[config.mk]
export PLATFORM = sky130hd
export DESIGN_NAME = usb_rx_bit_timer
export DESIGN_NICKNAME = d
export VERILOG_FILES = /design/src/rtl/usb_rx_bit_timer.sv
export SDC_FILE = /design/constraint.sdc
export NUM_CORES = 1
export LEC_CHECK = 0
export BUFFER_PORTS_ARGS = -buffer_cell sky130_fd_sc_hd__buf_2
export CORE_MARGIN = 2
export CORE_UTILIZATION = 45
export DETAILED_ROUTE_END_ITERATION = 10
export PLACE_DENSITY = 0.74
export SKIP_LAST_GASP = 1
export SLEW_MARGIN = 25
export SYNTH_ARGS = -nofsm -noshare
export SYNTH_HDL_FRONTEND = slang
export SYNTH_SLANG_ARGS = --single-unit
[constraint.sdc]
create_clock -name clk -period 3.31 [get_ports clk]
set_input_delay 0.1655 -clock clk [delete_from_list [all_inputs] [get_ports clk]]
set_output_delay 0.1655 -clock clk [all_outputs]
set_load 0.005 [all_outputs]
[src/rtl/usb_rx_bit_timer.sv]
// USB RX bit timer: recovers bit timing from the synchronized D+/D- lines,
// NRZI-decodes each sampled bit, drops stuffed bits, and flags EOP (SE0)
// and bit-stuffing violations. All outputs are registered one-cycle pulses.
module usb_rx_bit_timer #(
    parameter int unsigned CLKS_PER_BIT = 8,
    parameter int unsigned SAMPLE_PHASE = 3,
    parameter int unsigned MAX_ONES     = 6
) (
    input  logic clk,
    input  logic n_rst,
    input  logic enable_timer,
    input  logic d_plus_sync,
    input  logic d_minus_sync,
    output logic shift_enable,
    output logic d_orig,
    output logic stuff_err,
    output logic eop
);

    localparam int unsigned PW = (CLKS_PER_BIT > 1) ? $clog2(CLKS_PER_BIT) : 1;
    localparam logic [PW-1:0] PHASE_LAST   = PW'(CLKS_PER_BIT - 1);
    localparam logic [PW-1:0] PHASE_SAMPLE = PW'(SAMPLE_PHASE);
    localparam logic [2:0]    ONES_LIMIT   = 3'(MAX_ONES);

    typedef enum logic {
        IDLE,
        RUN
    } state_t;

    state_t        state, state_next;
    logic [PW-1:0] phase, phase_next;
    logic [2:0]    ones_cnt, ones_next;
    logic          last_level, last_level_next;
    logic          d_plus_prev;

    logic          line_edge;
    logic          se0;
    logic          bit_val;
    logic          sample;
    logic          shift_next, d_orig_next, stuff_err_next, eop_next;

    assign line_edge = (d_plus_sync != d_plus_prev);
    assign se0       = !d_plus_sync && !d_minus_sync;
    assign bit_val   = (d_plus_sync == last_level);
    // An edge on the would-be sample cycle resynchronizes instead of sampling.
    assign sample    = (state == RUN) && enable_timer && (phase == PHASE_SAMPLE) && !line_edge;

    // Line history for edge detection, tracked regardless of enable.
    always_ff @(posedge clk or negedge n_rst) begin
        if (!n_rst) begin
            d_plus_prev <= 1'b1;
        end else begin
            d_plus_prev <= d_plus_sync;
        end
    end

    // State, timing and decode registers plus registered output pulses.
    always_ff @(posedge clk or negedge n_rst) begin
        if (!n_rst) begin
            state        <= IDLE;
            phase        <= '0;
            ones_cnt     <= '0;
            last_level   <= 1'b1;
            shift_enable <= 1'b0;
            d_orig       <= 1'b0;
            stuff_err    <= 1'b0;
            eop          <= 1'b0;
        end else begin
            state        <= state_next;
            phase        <= phase_next;
            ones_cnt     <= ones_next;
            last_level   <= last_level_next;
            shift_enable <= shift_next;
            d_orig       <= d_orig_next;
            stuff_err    <= stuff_err_next;
            eop          <= eop_next;
        end
    end

    // Next-state, phase tracking and sample decode.
    always_comb begin
        state_next      = state;
        phase_next      = phase;
        ones_next       = ones_cnt;
        last_level_next = last_level;
        shift_next      = 1'b0;
        d_orig_next     = 1'b0;
        stuff_err_next  = 1'b0;
        eop_next        = 1'b0;

        if (!enable_timer) begin
            // Idle (or leaving RUN): park the timing and decode registers.
            state_next      = IDLE;
            phase_next      = '0;
            ones_next       = '0;
            last_level_next = 1'b1;
        end else begin
            // The enabling cycle already advances phase so an edge there is phase 0.
            state_next = RUN;
            if (line_edge) begin
                phase_next = PW'(1);
            end else if (phase == PHASE_LAST) begin
                phase_next = '0;
            end else begin
                phase_next = phase + PW'(1);
            end

            if (sample) begin
                if (se0) begin
                    eop_next  = 1'b1;
                    ones_next = '0;
                end else begin
                    last_level_next = d_plus_sync;
                    if (ones_cnt == ONES_LIMIT) begin
                        stuff_err_next = bit_val;
                        ones_next      = '0;
                    end else begin
                        shift_next  = 1'b1;
                        d_orig_next = bit_val;
                        ones_next   = bit_val ? (ones_cnt + 3'd1) : 3'd0;
                    end
                end
            end
        end
    end

endmodule

==> results.json <==
{
  "combPwrFrac": 0.071,
  "ys_warn_count": 0,
  "grt_pass1_vias": 436,
  "antenna_cells": 0,
  "p_sw_mw": 0.0662,
  "synth_flop_cell": "dfrtp_1",
  "finalClockSkew_ns": 0.00423,
  "p_leak_nw": 0.338,
  "postCtsSetupRepairBufs": 0,
  "synth-seq-area-share": 0.512,
  "fmax_ghz": 0.621,
  "worstPathCellList": "ha_1 > ha_1 > nand3_1 > a21oi_2 > a221o_1",
  "path_class": "reg -> reg",
  "cp_slowest_cell": "dfrtp_1",
  "post_drt_wl_per_cell_um": 13.0,
  "initial_utilization": 0.486,
  "synthTopCellsByArea": "dfrtp_1 (43%), ha_1 (9.8%), dfstp_2 (8.2%)",
  "crit_family": "adder cells",
  "cts-root-buf": "clkbuf_4",
  "grt_pass1_wl_um": 1880,
  "grt_setup_unrepaired": "no",
  "numPortBuffers": 8,
  "min_period_over_period": 0.487,
  "final_area_um2": 717,
  "finalSetupTns_ns": 0,
  "cts_inserted_buffers": 3,
  "min_period_ns": 1.61,
  "viasPerCell": 5.52,
  "grt_use_total": 0.143,
  "die_h_um": 41.7,
  "gp_congestion": 0.821,
  "grt_start_max_net_pins": 14,
  "worst_pin_slew_ns": 0.336,
  "intPower_mw": 0.218,
  "synth_top_cells_by_count": "dfrtp_1 (11), ha_1 (5), a21oi_1 (4), inv_1 (4), nor2_1 (3)",
  "power.density_mw_per_mm2": 396,
  "critPathBufInv": 0,
  "dp_hpwl_um": 759,
  "cp-end-kind": "register",
  "areaGrowthSynthToFinish_pct": 11.9,
  "cts_tree": "yes",
  "cts.htree.levels": 1,
  "hold_viol": 0,
  "drive_gt1_frac": 0.250,
  "clk_latency_ns": 0.27,
  "antenna_found_initial": 0,
  "cp.arrival_ns": 1.77,
  "relSlewSlack": 0.775,
  "synth.distinct_cells": 25,
  "rows": 13,
  "cts_sinks": 13,
  "drt_iter0_drc": 8,
  "yosys.area.top_type": "dfrtp_1",
  "die_area_mm2": 0.00174,
  "syn_avg_cell_area_um2": 12.1,
  "swShare": 0.233,
  "peakVddDrop_v": 0.000186,
  "setup_viol": 0,
  "antenna_left": 0,
  "grt-ovfl-total": 0,
  "hp-class": "in -> reg",
  "synth-seq-cells": 13,
  "crit_required_ns": 3.47,
  "synth_fp_nets": 63,
  "synth_cells": 53,
  "outcome": "finished, final reports clean",
  "core_mm2": 0.00132,
  "vias": 436,
  "drc": 0,
  "wirelength_um": 1030,
  "layout.nets": 75,
  "cp-start-kind": "register",
  "netlist_area_um2": 641,
  "placedCellCount": 74,
  "fin_util": 0.544,
  "num_io_pins": 9,
  "maxCapViolations": 0,
  "synth_top_cell_area_share": 0.430,
  "seqPwrFrac": 0.586,
  "clockPowerShare": 0.342,
  "synth.most_common_cell": "dfrtp_1",
  "async_flop_share": 1.00,
  "crit_fanout": 5,
  "fp.dieW_um": 41.7,
  "crit_top_cell": "ha_1",
  "post_dp_cell_area_um2": 681,
  "finalNonFillerCells": 79,
  "cts_buffer_depth": 2,
  "fin_hold_ws_ns": 0.0441,
  "synth-edff-count": 0,
  "cp_slowest_stage_delay_ns": 0.38,
  "cts.clk_slew.worst_paths_ns": 0.08,
  "drt_pass1_iterations": 4,
  "final_max_slew_viol_count": 0
}
timing repair:
item                                   in CTS  in global routing
endpoints found under the hold margin      11                  0
resized for setup                           0                  0
setup endpoints to repair                   0                  0
hold buffers                                1                  0
cells in the final DEF, fill, tap and decap left out:
cell | synthesis | layout
ha_1 | 5 | 5
nor2_1 | 3 | 3
nor3_1 | 1 | 1
a21oi_1 | 4 | 4
xnor2_1 | 1 | 1
clkbuf_1 | 0 | 1
clkbuf_4 | 1 | 3
a31oi_1 | 2 | 2
dfrtp_1 | 11 | 11
o21ai_0 | 1 | 1
nor4_1 | 1 | 1
inv_1 | 4 | 4
nor3b_1 | 2 | 2
or4b_4 | 1 | 1
buf_2 | 0 | 8
nand3_1 | 2 | 2
a21boi_1 | 1 | 1
a21oi_2 | 1 | 1
nand4b_1 | 1 | 1
dlygate4sd3_1 | 0 | 1
a211oi_1 | 1 | 1
a221o_1 | 1 | 1
and3_1 | 2 | 2
dfstp_2 | 2 | 2
a2111oi_4 | 1 | 1
xor2_1 | 1 | 1
a22o_1 | 2 | 2
logic make-up (layout without fill, tap and decap cells):
kind of cell,after synthesis,count (layout),synth area share
adder cells (fa/ha/maj),5,5,0.0977
buffers and inverters,6,17,0.0527
AND/OR/NAND/NOR,13,13,0.129
flip-flops,13,13,0.512
XOR/XNOR,2,2,0.0273
AO/OA/AOI/OAI,14,14,0.182
per-stage QoR:
stage               setup WS, ns  power [mW]
floorplan                   1.82       0.182
global placement            1.78       0.189
detailed placement          1.72       0.189
CTS                         1.70       0.287
global route                1.63       0.300
finish                      1.70       0.284
final timing paths:
check | start | endpoint | slack [ns] | cells past startpoint
min in group asynchronous | n_rst | phase[0] | 0.29 | 2
hold reg to reg | phase[0] | phase[0] | 0.54 | 3
hold / removal | enable_timer | state | 0.04 | 1
setup / recovery | phase[0] | ones_cnt[2] | 1.70 | 5
max in group asynchronous | n_rst | d_plus_prev | 2.74 | 2
setup reg to reg | phase[0] | ones_cnt[2] | 1.70 | 5
metal layers:
layer,track usage,vias to the layer above,share of wire
met2,0.219,10,0.48
met3,0.0304,4,0.041
met1,0.188,205,0.46
met5,0,-,0
met4,0.0774,0,0.017
li1,-,217,-
flip-flops by register name, indices dropped and copies added (netlist names):
signal        flops
ones_cnt          3
phase             3
d_orig            1
d_plus_prev       1
eop               1
last_level        1
shift_enable      1
state             1
stuff_err         1
power groups by stage:
stage	sequential (mW)	combinational [mW]	clock [mW]
2_1_floorplan	0.168	0.0143	0
3_3_place_gp	0.169	0.0194	0
3_5_place_dp	0.170	0.0197	0
4_1_cts	0.167	0.0207	0.100
5_1_grt	0.167	0.0238	0.109
6_report	0.166	0.0202	0.0972
worst register-to-register path: cells and delay by family, from the launching register on:
| family | cells | cell delay [ns] |
|---|---|---|
| fa+ha+maj | 2 | 0.44 |
| compound gates | 2 | 0.43 |
| flops | 1 | 0.38 |
| simple gates | 1 | 0.24 |
layout make-up:
class,count,area (um2)
inverters,4,15.0
flip-flops and latches,13,328
repair buffers,9,50.0
fillers,113,601
well taps,15,18.8
clock buffers,4,26.3
multi-input cells,34,279
No activity file was read; power rests on OpenSTA's default activity.
